[src/rtl/sdfm_pkg.sv]
// SDFM shared constants and OSR clamping helper.
// Used by the demodulator channels and the SDFM register block.
package sdfm_pkg;

   localparam int OSR_MAX = 256;
   localparam int OSR_MIN = 4;
   localparam int OSR_W   = 9;
   localparam int ACC_W   = 25;

   // Map any 9-bit request onto the legal 4..256 decimation range
   function automatic logic [OSR_W-1:0] clamp_osr(input logic [OSR_W-1:0] v);
      if (v == '0 || v > OSR_W'(OSR_MAX))
         return OSR_W'(OSR_MAX);
      if (v < OSR_W'(OSR_MIN))
         return OSR_W'(OSR_MIN);
      return v;
   endfunction

endpackage

[src/rtl/sdfm_sdclk_sync.sv]
// SDCLK/DSDIN synchroniser: two flops each, plus a third SDCLK flop
// for rising-edge detection. stb marks one cycle per SDCLK rise.
module sdfm_sdclk_sync (
   input  logic clk,
   input  logic rst_n,
   input  logic sdclk,
   input  logic dsdin,
   output logic stb,
   output logic x
);

   logic sclk_s1;
   logic sclk_s2;
   logic sclk_s3;
   logic din_s1;
   logic din_s2;

   always_ff @(posedge clk) begin
      if (!rst_n) begin
         sclk_s1 <= 1'b0;
         sclk_s2 <= 1'b0;
         sclk_s3 <= 1'b0;
         din_s1  <= 1'b0;
         din_s2  <= 1'b0;
      end else begin
         sclk_s1 <= sdclk;
         sclk_s2 <= sclk_s1;
         sclk_s3 <= sclk_s2;
         din_s1  <= dsdin;
         din_s2  <= din_s1;
      end
   end

   assign stb = sclk_s2 & ~sclk_s3;
   assign x   = din_s2;

endmodule

[src/rtl/sdfm_sinc3_channel.sv]
// One SDFM demodulator channel: sinc3 CIC decimator with settle
// blanking and a DRDY/ACK/OVR handshake towards the register block.
module sdfm_sinc3_channel
   import sdfm_pkg::*;
(
   input  logic             EXTCLK,
   input  logic             EXTRSTn,
   input  logic             EN,
   input  logic [OSR_W-1:0] OSR,
   input  logic             SDCLK,
   input  logic             DSDIN,
   input  logic             ACK,
   output logic [ACC_W-1:0] DATA,
   output logic             DRDY,
   output logic             OVR
);

   logic             stb;
   logic             x;
   logic             en_q;
   logic [OSR_W-1:0] osr_act;
   logic [OSR_W-1:0] cnt;
   logic [ACC_W-1:0] i1;
   logic [ACC_W-1:0] i2;
   logic [ACC_W-1:0] i3;
   logic [ACC_W-1:0] i3z;
   logic [ACC_W-1:0] c1z;
   logic [ACC_W-1:0] c2z;
   logic [ACC_W-1:0] c1;
   logic [ACC_W-1:0] c2;
   logic [ACC_W-1:0] c3;
   logic [ACC_W-1:0] samp;
   logic [1:0]       settle;
   logic             fire;
   logic             samp_v;

   sdfm_sdclk_sync u_sync (
      .clk   (EXTCLK),
      .rst_n (EXTRSTn),
      .sdclk (SDCLK),
      .dsdin (DSDIN),
      .stb   (stb),
      .x     (x)
   );

   assign c1 = i3 - i3z;
   assign c2 = c1 - c1z;
   assign c3 = c2 - c2z;

   always_ff @(posedge EXTCLK) begin
      if (!EXTRSTn) begin
         en_q    <= 1'b0;
         osr_act <= OSR_W'(OSR_MAX);
      end else begin
         en_q <= EN;
         if (EN && !en_q)
            osr_act <= clamp_osr(OSR);
      end
   end

   // Filter state is forced to zero whenever the channel is disabled
   always_ff @(posedge EXTCLK) begin
      if (!EXTRSTn || !EN) begin
         i1     <= '0;
         i2     <= '0;
         i3     <= '0;
         i3z    <= '0;
         c1z    <= '0;
         c2z    <= '0;
         cnt    <= '0;
         settle <= '0;
         fire   <= 1'b0;
         samp_v <= 1'b0;
         samp   <= '0;
      end else begin
         fire   <= 1'b0;
         samp_v <= 1'b0;
         if (stb) begin
            i1 <= i1 + {{(ACC_W-1){1'b0}}, x};
            i2 <= i2 + i1;
            i3 <= i3 + i2;
            if (cnt == osr_act - OSR_W'(1)) begin
               cnt  <= '0;
               fire <= 1'b1;
            end else begin
               cnt <= cnt + OSR_W'(1);
            end
         end
         if (fire) begin
            i3z <= i3;
            c1z <= c1;
            c2z <= c2;
            if (settle == 2'd3) begin
               samp_v <= 1'b1;
               samp   <= c3;
            end else begin
               settle <= settle + 2'd1;
            end
         end
      end
   end

   // A load coinciding with ACK keeps DRDY set but never flags overrun
   always_ff @(posedge EXTCLK) begin
      if (!EXTRSTn) begin
         DATA <= '0;
         DRDY <= 1'b0;
         OVR  <= 1'b0;
      end else if (samp_v) begin
         DATA <= samp;
         DRDY <= 1'b1;
         if (ACK)
            OVR <= 1'b0;
         else if (DRDY)
            OVR <= 1'b1;
      end else if (ACK) begin
         DRDY <= 1'b0;
         OVR  <= 1'b0;
      end
   end

endmodule
[config.mk]
export PLATFORM = sky130hd
export DESIGN_NAME = sdfm_sinc3_channel
export DESIGN_NICKNAME = d
export VERILOG_FILES = /design/src/rtl/sdfm_pkg.sv /design/src/rtl/sdfm_sdclk_sync.sv /design/src/rtl/sdfm_sinc3_channel.sv
export SDC_FILE = /design/constraint.sdc
export NUM_CORES = 1
export LEC_CHECK = 0
export ABC_AREA = 1
export CAP_MARGIN = 20
export CORE_MARGIN = 4
export CORE_UTILIZATION = 40
export CTS_CLUSTER_DIAMETER = 60
export DETAILED_ROUTE_END_ITERATION = 8
export DONT_BUFFER_PORTS = 1
export GPL_TIMING_DRIVEN = 0
export HOLD_SLACK_MARGIN = 0.15
export PLACE_DENSITY = 0.61
export SETUP_SLACK_MARGIN = 0.05
export SKIP_CTS_REPAIR_TIMING = 1
export SLEW_MARGIN = 20
export SYNTH_ARGS = -nofsm -noshare
export SYNTH_HDL_FRONTEND = slang
export SYNTH_SLANG_ARGS = --single-unit
[constraint.sdc]
create_clock -name EXTCLK -period 5.58 [get_ports EXTCLK]
set_input_delay 1.116 -clock EXTCLK [delete_from_list [all_inputs] [get_ports EXTCLK]]
set_output_delay 1.116 -clock EXTCLK [all_outputs]
set_load 0.01 [all_outputs]
==> results of run 1 <==
## per-layer routing
metal	routed length, um	vias to the layer above	GRT usage [%]	part of all wire [%]
met2	20600	226	36.8	48
met5	0	-	0	0
met4	1640	0	6.94	3.8
met1	19700	6491	26.1	46
li1	-	7448	-	-
met3	1360	81	2.37	3.1
## cells in the mapped netlist, types with 3 or more instances
cell	count
or2_2	4
fa_1	5
a211oi_1	11
nor2_2	4
and2_1	3
nor2_4	3
nand2_2	7
nor4_1	16
o21a_1	6
xnor2_1	37
or2_1	3
nand4_1	25
a21oi_2	4
o21ai_0	203
a21boi_1	3
inv_2	5
inv_1	359
a21o_1	15
clkbuf_1	49
a31o_2	3
ha_1	125
buf_1	10
nand3_1	91
nand3b_1	3
o21ai_1	23
o21bai_1	6
nand2_1	345
xor2_1	68
a31oi_1	8
nor2_1	288
nor3_1	18
o221ai_1	5
o211ai_1	20
o21ai_2	6
a21oi_1	223
buf_2	3
dfxtp_1	230
## kinds of logic (layout without fill, tap and decap cells)
kind of cell	count (synthesis)	after routing	synth area share, %
xor gates and xnor gates	105	105	6.03
buffers and inverters	428	487	10.6
and+or+nand+nor	819	819	22.8
adders and majority gates	130	130	10.9
DFF	230	230	30.2
AOI/OAI and AO/OA	543	543	19.5
## worst reg2reg max path: cells and delay by family (launching register included)
family / cells / cell delay, ps
AOI/OAI and AO/OA: 10 / 2010
xor gates and xnor gates: 2 / 410
adders and majority gates: 3 / 1130
buffers and inverters: 3 / 190
DFF: 1 / 360
and+or+nand+nor: 8 / 1080
## worst paths after layout
kind                       start        endpoint  slack [ps]  cells past startpoint
setup / recovery           i3[8]        samp[21]         360                     26
hold / removal    u_sync.sclk_s1  u_sync.sclk_s2         440                      2
setup reg to reg           i3[8]        samp[21]         360                     26
hold reg to reg   u_sync.sclk_s1  u_sync.sclk_s2         440                      2
## power by group through the flow
stage	logic [mW]	registers, mW	clock network [mW]
2_1_floorplan	1.25	1.70	0
3_3_place_gp	1.69	1.71	0
3_5_place_dp	1.69	1.71	0
4_1_cts	1.70	1.67	1.98
5_1_grt	2.03	1.67	2.06
6_report	1.82	1.67	1.95
## registers in the layout, indices dropped and copies added (netlist names)
| register | flops |
|---|---|
| DATA | 25 |
| c1z | 25 |
| c2z | 25 |
| i1 | 25 |
| i2 | 25 |
| i3 | 25 |
| i3z | 25 |
| samp | 25 |
| cnt | 9 |
| osr_act | 9 |
| settle | 2 |
| DRDY | 1 |
| OVR | 1 |
| en_q | 1 |
| fire | 1 |
| samp_v | 1 |
| u_sync.din_s1 | 1 |
| u_sync.sclk_s1 | 1 |
| u_sync.sclk_s2 | 1 |
| u_sync.sclk_s3 | 1 |
| u_sync.x | 1 |
## through the flow
stage | util [%] | total power, mW | cell area (sq um)
after floorplan | - | 2.95 | 15200
after CTS | 44.9 | 5.36 | 16900
after global placement | 42.2 | 3.39 | 15900
after detailed placement | 42.2 | 3.40 | 15900
after global routing | 45.5 | 5.76 | 17100
final | 45.5 | 5.43 | 17100
## final cells by class
type,instances,area (sq um),area share (%)
inverter,366,1370,8.02
timing repair buffer,3,22.5,0.132
tap,511,639,3.73
multi-input combinational,1597,9220,53.8
buffer,62,236,1.38
clock inverter,18,199,1.16
sequential,230,4600,26.9
clock buffer,38,831,4.85
==> results.sh, run 1 <==
export IMPL_outcome="completed"
export IMPL_rsz0062_at_grt="true"
export IMPL_cts_tree="built"
export IMPL_totalWireLength_um=43400
export IMPL_wl_per_cell_um=15.3
export IMPL_mappedNetlistArea_sq_um=15200
export IMPL_ys_async_sr_fraction_pct=0
export IMPL_pin_count=42
export IMPL_power_frac_clock_pct=35.8
export IMPL_p_leak_nw=8.16
export IMPL_fp_dieH_um=203
export IMPL_cp_top_family="compound AO/OA/AOI/OAI gates"
export IMPL_clk_pin_slew_ps=60
export IMPL_synth_cell_types=50
export IMPL_clock_latency_ps=580
export IMPL_layout_drive_gt1_share_pct=5.62
export IMPL_grt_usage_pct=20.7
export IMPL_arrival_ps=5750
export IMPL_placementRows=71
export IMPL_antenna_found_initial=1
export IMPL_yosysWarnings=0
export IMPL_htree_levels=1
export IMPL_period_minus_slack_ps=5220
export IMPL_sw_frac_of_total_pct=36.4
export IMPL_synthTopCellsByArea="dfxtp_1, ha_1, inv_1"
export IMPL_cts_sinks=230
export IMPL_io_buffers=0
export IMPL_critical_path_required_ps=6110
export IMPL_vias_per_cell=5.04
export IMPL_clock_root_buffer="clkbuf_16"
export IMPL_p_seq_share_pct=30.8
export IMPL_gp_congestion=0.903
export IMPL_drc=0
export IMPL_overflow=0
export IMPL_min_delay_path_class="reg2reg"
export IMPL_critPathKind="reg2reg"
export IMPL_min_period_over_period_pct=93.5
export IMPL_p_comb_share_pct=33.4
export IMPL_area_growth_pct=12.3
export IMPL_core_sq_um=37700
export IMPL_drtIter0Drc=677
export IMPL_max_cap_violations=0
export IMPL_postRouteAntennaNets=0
export IMPL_nets=2435
export IMPL_grt_pass1_wl_um=70700
export IMPL_synth_top_area_share_pct=30.2
export IMPL_worst_path_buf_inv=3
export IMPL_hold_violations=0
export IMPL_layout_common_cells="inv_1, nand2_1, nor2_1"
export IMPL_slew_headroom_pct=42.6
export IMPL_yosysTopAreaCell="dfxtp_1"
export IMPL_irDropWorstVdd_mv=0.200
export IMPL_fin_ws_ps=360
export IMPL_maxSlewViolCount=0
export IMPL_synth_flop_cell="dfxtp_1"
export IMPL_slowest_stage="ha_1"
export IMPL_pre_cts_ws_ps=319
export IMPL_whs_ps=440
export IMPL_synth_edf_count=0
export IMPL_final_common_cell="inv_1"
export IMPL_switchingPower_mw=1.98
export IMPL_max_clock_path_buffers=3
export IMPL_final_cells=2825
export IMPL_die_width_um=203
export IMPL_internal_power_mw=3.45
export IMPL_dp_cells=2766
export IMPL_power_density_nw_per_um2=317
export IMPL_max_freq_ghz=0.192
export IMPL_avgSynthCellArea_sq_um=6.76
export IMPL_critPathMaxFanout=6
export IMPL_cp_slowest_stage_delay_ps=410
export IMPL_ys_ff_latch=230
export IMPL_grt_max_degree=17
export IMPL_die_area_sq_um=41300
export IMPL_syn_instance_count=2255
export IMPL_cts_buffers=30
export IMPL_startpoint_type="register"
export IMPL_hpwlAfterDp_um=34500
export IMPL_tightest_slew_ps=861
export IMPL_insertedDiodeCount=0
export IMPL_num_vias=14200
export IMPL_critPathCaptureType="register"
export IMPL_grt_pass1_vias=13900
export IMPL_num_fill_cells=3916
export IMPL_fin_worst_skew_ps=25.4
export IMPL_yosysSeqAreaShare_pct=30.2
export IMPL_initial_core_util_pct=40.5
export IMPL_syn_nets=2400
export IMPL_tns_ps=0
export IMPL_setup_viol_count_final=0
export IMPL_drtPass1Iterations=5
Power figures use the tool's default switching activity.
==> inputs of run 2 (changes only) <==
Settings changed: CAP_MARGIN 20 to not set, SYNTH_HIERARCHICAL set to 1.
==> results.sh, run 2 <==
export IMPL_syn_instance_count=2218
export IMPL_cp_top_family="simple AND/OR/NAND/NOR gates"
export IMPL_critical_path_required_ps=6040
export IMPL_syn_nets=2363
export IMPL_synth_edf_count=0
export IMPL_synth_cell_types=61
export IMPL_met1_usage_pct=26.3
export IMPL_totalWireLength_um=43800
export IMPL_p_total_mw=5.42
export IMPL_outcome="completed"
export IMPL_mappedNetlistArea_sq_um=15300
export IMPL_layout_common_cells="inv_1, nand2_1, nor2_1"
export IMPL_htree_levels=1
export IMPL_num_fill_cells=3914
export IMPL_gr_max_usage_layer="met2"
export IMPL_min_period_over_period_pct=94.4
export IMPL_drtPass1Iterations=5
export IMPL_vias_per_cell=5.14
export IMPL_period_minus_slack_ps=5270
export IMPL_synthTopCellsByArea="dfxtp_1, ha_1, inv_1"
export IMPL_p_leak_nw=7.96
export IMPL_ys_async_sr_fraction_pct=0
export IMPL_min_delay_path_class="reg2reg"
export IMPL_fin_ws_ps=312
export IMPL_whs_ps=408
export IMPL_grt_usage_pct=20.8
export IMPL_synth_compound_area_share_pct=20.8
export IMPL_synthSimpleGateAreaFrac_pct=21.7
export IMPL_arrival_ps=5730
export IMPL_clock_root_buffer="clkbuf_16"
export IMPL_initial_core_util_pct=40.6
export IMPL_synth_fa_ha_area_share_pct=10.9
export IMPL_startpoint_type="register"
export IMPL_slowest_stage="fa_1"
export IMPL_num_vias=14300
export IMPL_max_freq_ghz=0.190
export IMPL_irDropWorstVdd_mv=0.271
export IMPL_yosysTopAreaCell="dfxtp_1"
export IMPL_postRouteAntennaNets=0
export IMPL_placed_cell_area_sq_um=16000
export IMPL_grt_pass1_wl_um=70400
export IMPL_synth_most_common_cell="inv_1"
export IMPL_yosysSeqAreaShare_pct=30.0
export IMPL_avgSynthCellArea_sq_um=6.91
export IMPL_slew_headroom_pct=40.1
export IMPL_use_met2_pct=36.1
export IMPL_io_buffers=0
export IMPL_cp_slowest_stage_delay_ps=430
export IMPL_tightest_slew_ps=898
export IMPL_synth_flop_cell="dfxtp_1"
export IMPL_grt_max_degree=14
export IMPL_cts_tree="built"
export IMPL_max_clock_path_buffers=3
export IMPL_clock_latency_ps=570
export IMPL_final_common_cell="inv_1"
export IMPL_yosysWarnings=6
export IMPL_synth_top_family_by_area="simple AND/OR/NAND/NOR gates"
export IMPL_r2r_slack_ps=310
export IMPL_overflow=0
export IMPL_critPathCaptureType="register"
export IMPL_wl_per_cell_um=15.8
export IMPL_maxSlewViolCount=0
export IMPL_layout_drive_gt1_share_pct=6.61
export IMPL_critPathKind="reg2reg"
export IMPL_placementRows=71
export IMPL_worst_path_buf_inv=3
export IMPL_ys_ff_latch=230
export IMPL_use_met3_pct=3.15
export IMPL_nets=2395
export IMPL_area_growth_pct=11.2
export IMPL_pre_cts_ws_ps=250
export IMPL_core_sq_um=37800
export IMPL_synth_top_area_share_pct=30.0
export IMPL_pin_count=42
export IMPL_tns_ps=0
export IMPL_fp_dieH_um=204
export IMPL_setup_viol_count_final=0
export IMPL_synthTopCellsByCount="inv_1, nand2_1, nor2_1, a21oi_1, dfxtp_1"
export IMPL_rsz0062_at_grt="true"
export IMPL_hold_violations=0
export IMPL_synth_xor_area_share_pct=6.06
export IMPL_drc=0
export IMPL_muxShareOfSynthArea_pct=0
export IMPL_fin_worst_skew_ps=22.9
export IMPL_power_density_nw_per_um2=318
export IMPL_antenna_found_initial=0
export IMPL_stdcell_area_sq_um=17000
export IMPL_cts_sinks=230
export IMPL_max_cap_violations=0
export IMPL_clk_pin_slew_ps=60
export IMPL_die_width_um=204
export IMPL_die_area_sq_um=41500
export IMPL_drtIter0Drc=784
export IMPL_grt_pass1_vias=13800
export IMPL_cts_buffers=29
export IMPL_critPathMaxFanout=6
export IMPL_gp_congestion=0.892
export IMPL_hpwlAfterDp_um=34700
-- run 2: cell types whose count changed after synthesis, sizes merged, moves of 9 or more --
cell | previous run | this run
nor3 | 20 | 36
nor2 | 295 | 274
nand3 | 91 | 82
nand2 | 352 | 317
a21oi | 227 | 242
-- run 2: metrics by stage --
step | util, % | cells
6_report | 45.2 | 2780
2_1_floorplan | - | 2218
3_5_place_dp | 42.3 | 2729
5_1_grt | 45.1 | 2779
3_3_place_gp | 42.3 | 2729
4_1_cts | 44.8 | 2778
-- run 2: kinds of logic (layout without fill, tap and decap cells) --
family / after synthesis / after routing
other: 0 / 1
XOR/XNOR: 106 / 106
adder cells (fa/ha/maj): 130 / 130
buffers and inverters: 425 / 475
AO/OA/AOI/OAI: 564 / 564
flip-flops: 230 / 230
AND/OR/NAND/NOR: 763 / 763
-- run 2: cell type report --
cell class / instances / area, sq um / area share, %
Antenna cell: 1 / 2.50 / 0.0147
Sequential cell: 230 / 4600 / 27.0
Buffer: 61 / 248 / 1.45
Clock buffer: 37 / 796 / 4.67
Timing Repair Buffer: 1 / 7.51 / 0.0440
Clock inverter: 12 / 143 / 0.837
Inverter: 364 / 1370 / 8.02
Tap cell: 511 / 639 / 3.75
Multi-Input combinational cell: 1563 / 9240 / 54.2
-- run 2: layer usage --
layer  vias up  routed length, um  share of wire (%)
met3        82               1710                3.9
li1       7364                  -                  -
met5         -                  0                  0
met2       246              20500                 47
met1      6596              19900                 45
met4         0               1670                3.8
-- run 2: worst paths after layout --
path | from | end | cells past startpoint
max | i3[0] | samp[23] | 29
min | u_sync/sclk_s1 | u_sync/sclk_s2 | 2
max reg2reg | i3[0] | samp[23] | 29
min reg2reg | u_sync/sclk_s1 | u_sync/sclk_s2 | 2
-- run 2: power by group --
| group | leakage (nW) | total (mW) | internal [mW] | switching, mW |
|---|---|---|---|---|
| clock | 0.457 | 1.87 | 1.10 | 0.766 |
| sequential | 1.86 | 1.67 | 1.66 | 0.0168 |
| combinational | 5.65 | 1.88 | 0.658 | 1.22 |
| total | 7.96 | 5.42 | 3.42 | 2.00 |
-- run 2: worst reg2reg max path, delay by kind of cell (launching register included) --
kind                     cells  cell delay [ps]
flip-flops                   1              330
XOR/XNOR                     2              510
AO/OA/AOI/OAI                4              560
adder cells (fa/ha/maj)      4             1280
AND/OR/NAND/NOR             16             2290
buffers and inverters        3              230
==> inputs of run 3 (changes only) <==
Settings changed: CORE_ASPECT_RATIO set to 2.
Clock period 5.58 ns to 5.3 ns, I/O delays scaled along.
==> results.sh, run 3 (synthesis results as in run 2) <==
export IMPL_hpwlAfterDp_um=40000
export IMPL_cp_top_family="compound AO/OA/AOI/OAI gates"
export IMPL_max_clock_path_buffers=3
export IMPL_clk_pin_slew_ps=70
export IMPL_layout_drive_gt1_share_pct=8.55
export IMPL_max_cap_violations=0
export IMPL_htree_levels=1
export IMPL_cts_tree="built"
export IMPL_tightest_slew_ps=1080
export IMPL_nets=2396
export IMPL_placementRows=101
export IMPL_overflow=0
export IMPL_startpoint_type="register"
export IMPL_num_vias=14500
export IMPL_min_delay_path_class="reg2reg"
export IMPL_gp_congestion=0.970
export IMPL_min_period_over_period_pct=95.7
export IMPL_die_area_sq_um=41700
export IMPL_wl_per_cell_um=18.1
export IMPL_pin_count=42
export IMPL_cts_sinks=230
export IMPL_grt_pass1_vias=14600
export IMPL_initial_core_util_pct=40.4
export IMPL_period_minus_slack_ps=5070
export IMPL_insertedDiodeCount=0
export IMPL_die_width_um=146
export IMPL_worst_path_buf_inv=6
export IMPL_final_common_cell="inv_1"
export IMPL_rsz0062_at_grt="true"
export IMPL_layout_common_cells="inv_1, nand2_1, nor2_1"
export IMPL_setup_viol_count_final=0
export IMPL_maxSlewViolCount=0
export IMPL_p_leak_nw=7.99
export IMPL_arrival_ps=5560
export IMPL_critPathMaxFanout=5
export IMPL_area_growth_pct=12.1
export IMPL_io_buffers=0
export IMPL_grt_max_degree=16
export IMPL_grt_pass1_wl_um=75900
export IMPL_max_freq_ghz=0.197
export IMPL_critPathCaptureType="register"
export IMPL_num_fill_cells=3936
export IMPL_totalWireLength_um=49400
export IMPL_critical_path_required_ps=5790
export IMPL_drc=0
export IMPL_cp_common_cell="inv_1"
export IMPL_slowest_stage="fa_2"
export IMPL_drtPass1Iterations=5
export IMPL_hold_violations=0
export IMPL_core_sq_um=37900
export IMPL_clock_latency_ps=550
export IMPL_critPathKind="reg2reg"
export IMPL_fin_worst_skew_ps=24.6
export IMPL_grt_usage_pct=23.0
export IMPL_irDropWorstVdd_mv=0.220
export IMPL_cts_buffers=24
export IMPL_fp_dieH_um=285
export IMPL_tns_ps=0
export IMPL_drtIter0Drc=616
export IMPL_antenna_found_initial=0
export IMPL_slew_headroom_pct=27.9
export IMPL_whs_ps=412
export IMPL_clock_root_buffer="clkbuf_16"
export IMPL_outcome="completed"
export IMPL_power_density_nw_per_um2=342
export IMPL_postRouteAntennaNets=0
export IMPL_vias_per_cell=5.32
export IMPL_cp_slowest_stage_delay_ps=380
## run 3: metal layers
metal | routed length (um) | track usage (%)
met1 | 15900 | 19.2
met2 | 27800 | 46.8
met3 | 1300 | 2.40
met4 | 4410 | 18.7
met5 | 0 | 0
## run 3: final cells by class
type                       instances  area, sq um  share of cell area [%]
buffer                            61          248                    1.44
clock buffer                      29          659                    3.84
clock inverter                    15          189                    1.10
inverter                         364         1370                    7.95
multi-input combinational       1563         9480                    55.2
sequential                       230         4600                    26.8
tap                              463          579                    3.37
timing repair buffer               7         52.6                   0.306
## run 3: worst reg2reg max path, delay by kind of cell, from the launching register on
| family | cells | cell delay [ps] |
|---|---|---|
| AO/OA/AOI/OAI | 8 | 1420 |
| AND/OR/NAND/NOR | 12 | 1220 |
| adder cells (fa/ha/maj) | 4 | 1090 |
| buffers and inverters | 6 | 590 |
| XOR/XNOR | 2 | 360 |
| flip-flops | 1 | 330 |
## run 3: power breakdown
| group | switching [mW] | internal (mW) | leakage [nW] |
|---|---|---|---|
| Sequential | 0.0149 | 1.74 | 1.86 |
| Clock | 0.777 | 1.05 | 0.414 |
| Combinational | 1.48 | 0.821 | 5.72 |
## run 3: worst paths after layout
| path | startpoint | end | slack [ps] | cells after the start |
|---|---|---|---|---|
| worst max-delay path | i3[0] | samp[24] | 230 | 32 |
| worst min-delay path | u_sync/sclk_s1 | u_sync/sclk_s2 | 410 | 2 |
| worst max register to register | i3[0] | samp[24] | 230 | 32 |
| worst min register to register | u_sync/sclk_s1 | u_sync/sclk_s2 | 410 | 2 |
## run 3: metrics by stage
| stage | instance area, sq um | cells | total power, mW | utilization (%) | setup WS, ps |
|---|---|---|---|---|---|
| after floorplan | 15300 | 2218 | 3.17 | - | 996 |
| after global placement | 15900 | 2681 | 3.77 | 42.0 | -403 |
| after detailed placement | 15900 | 2681 | 3.76 | 42.0 | -449 |
| after CTS | 16800 | 2725 | 5.61 | 44.2 | -471 |
| after global routing | 17200 | 2732 | 6.18 | 45.3 | 12.5 |
| final | 17200 | 2732 | 5.88 | 45.3 | 230 |
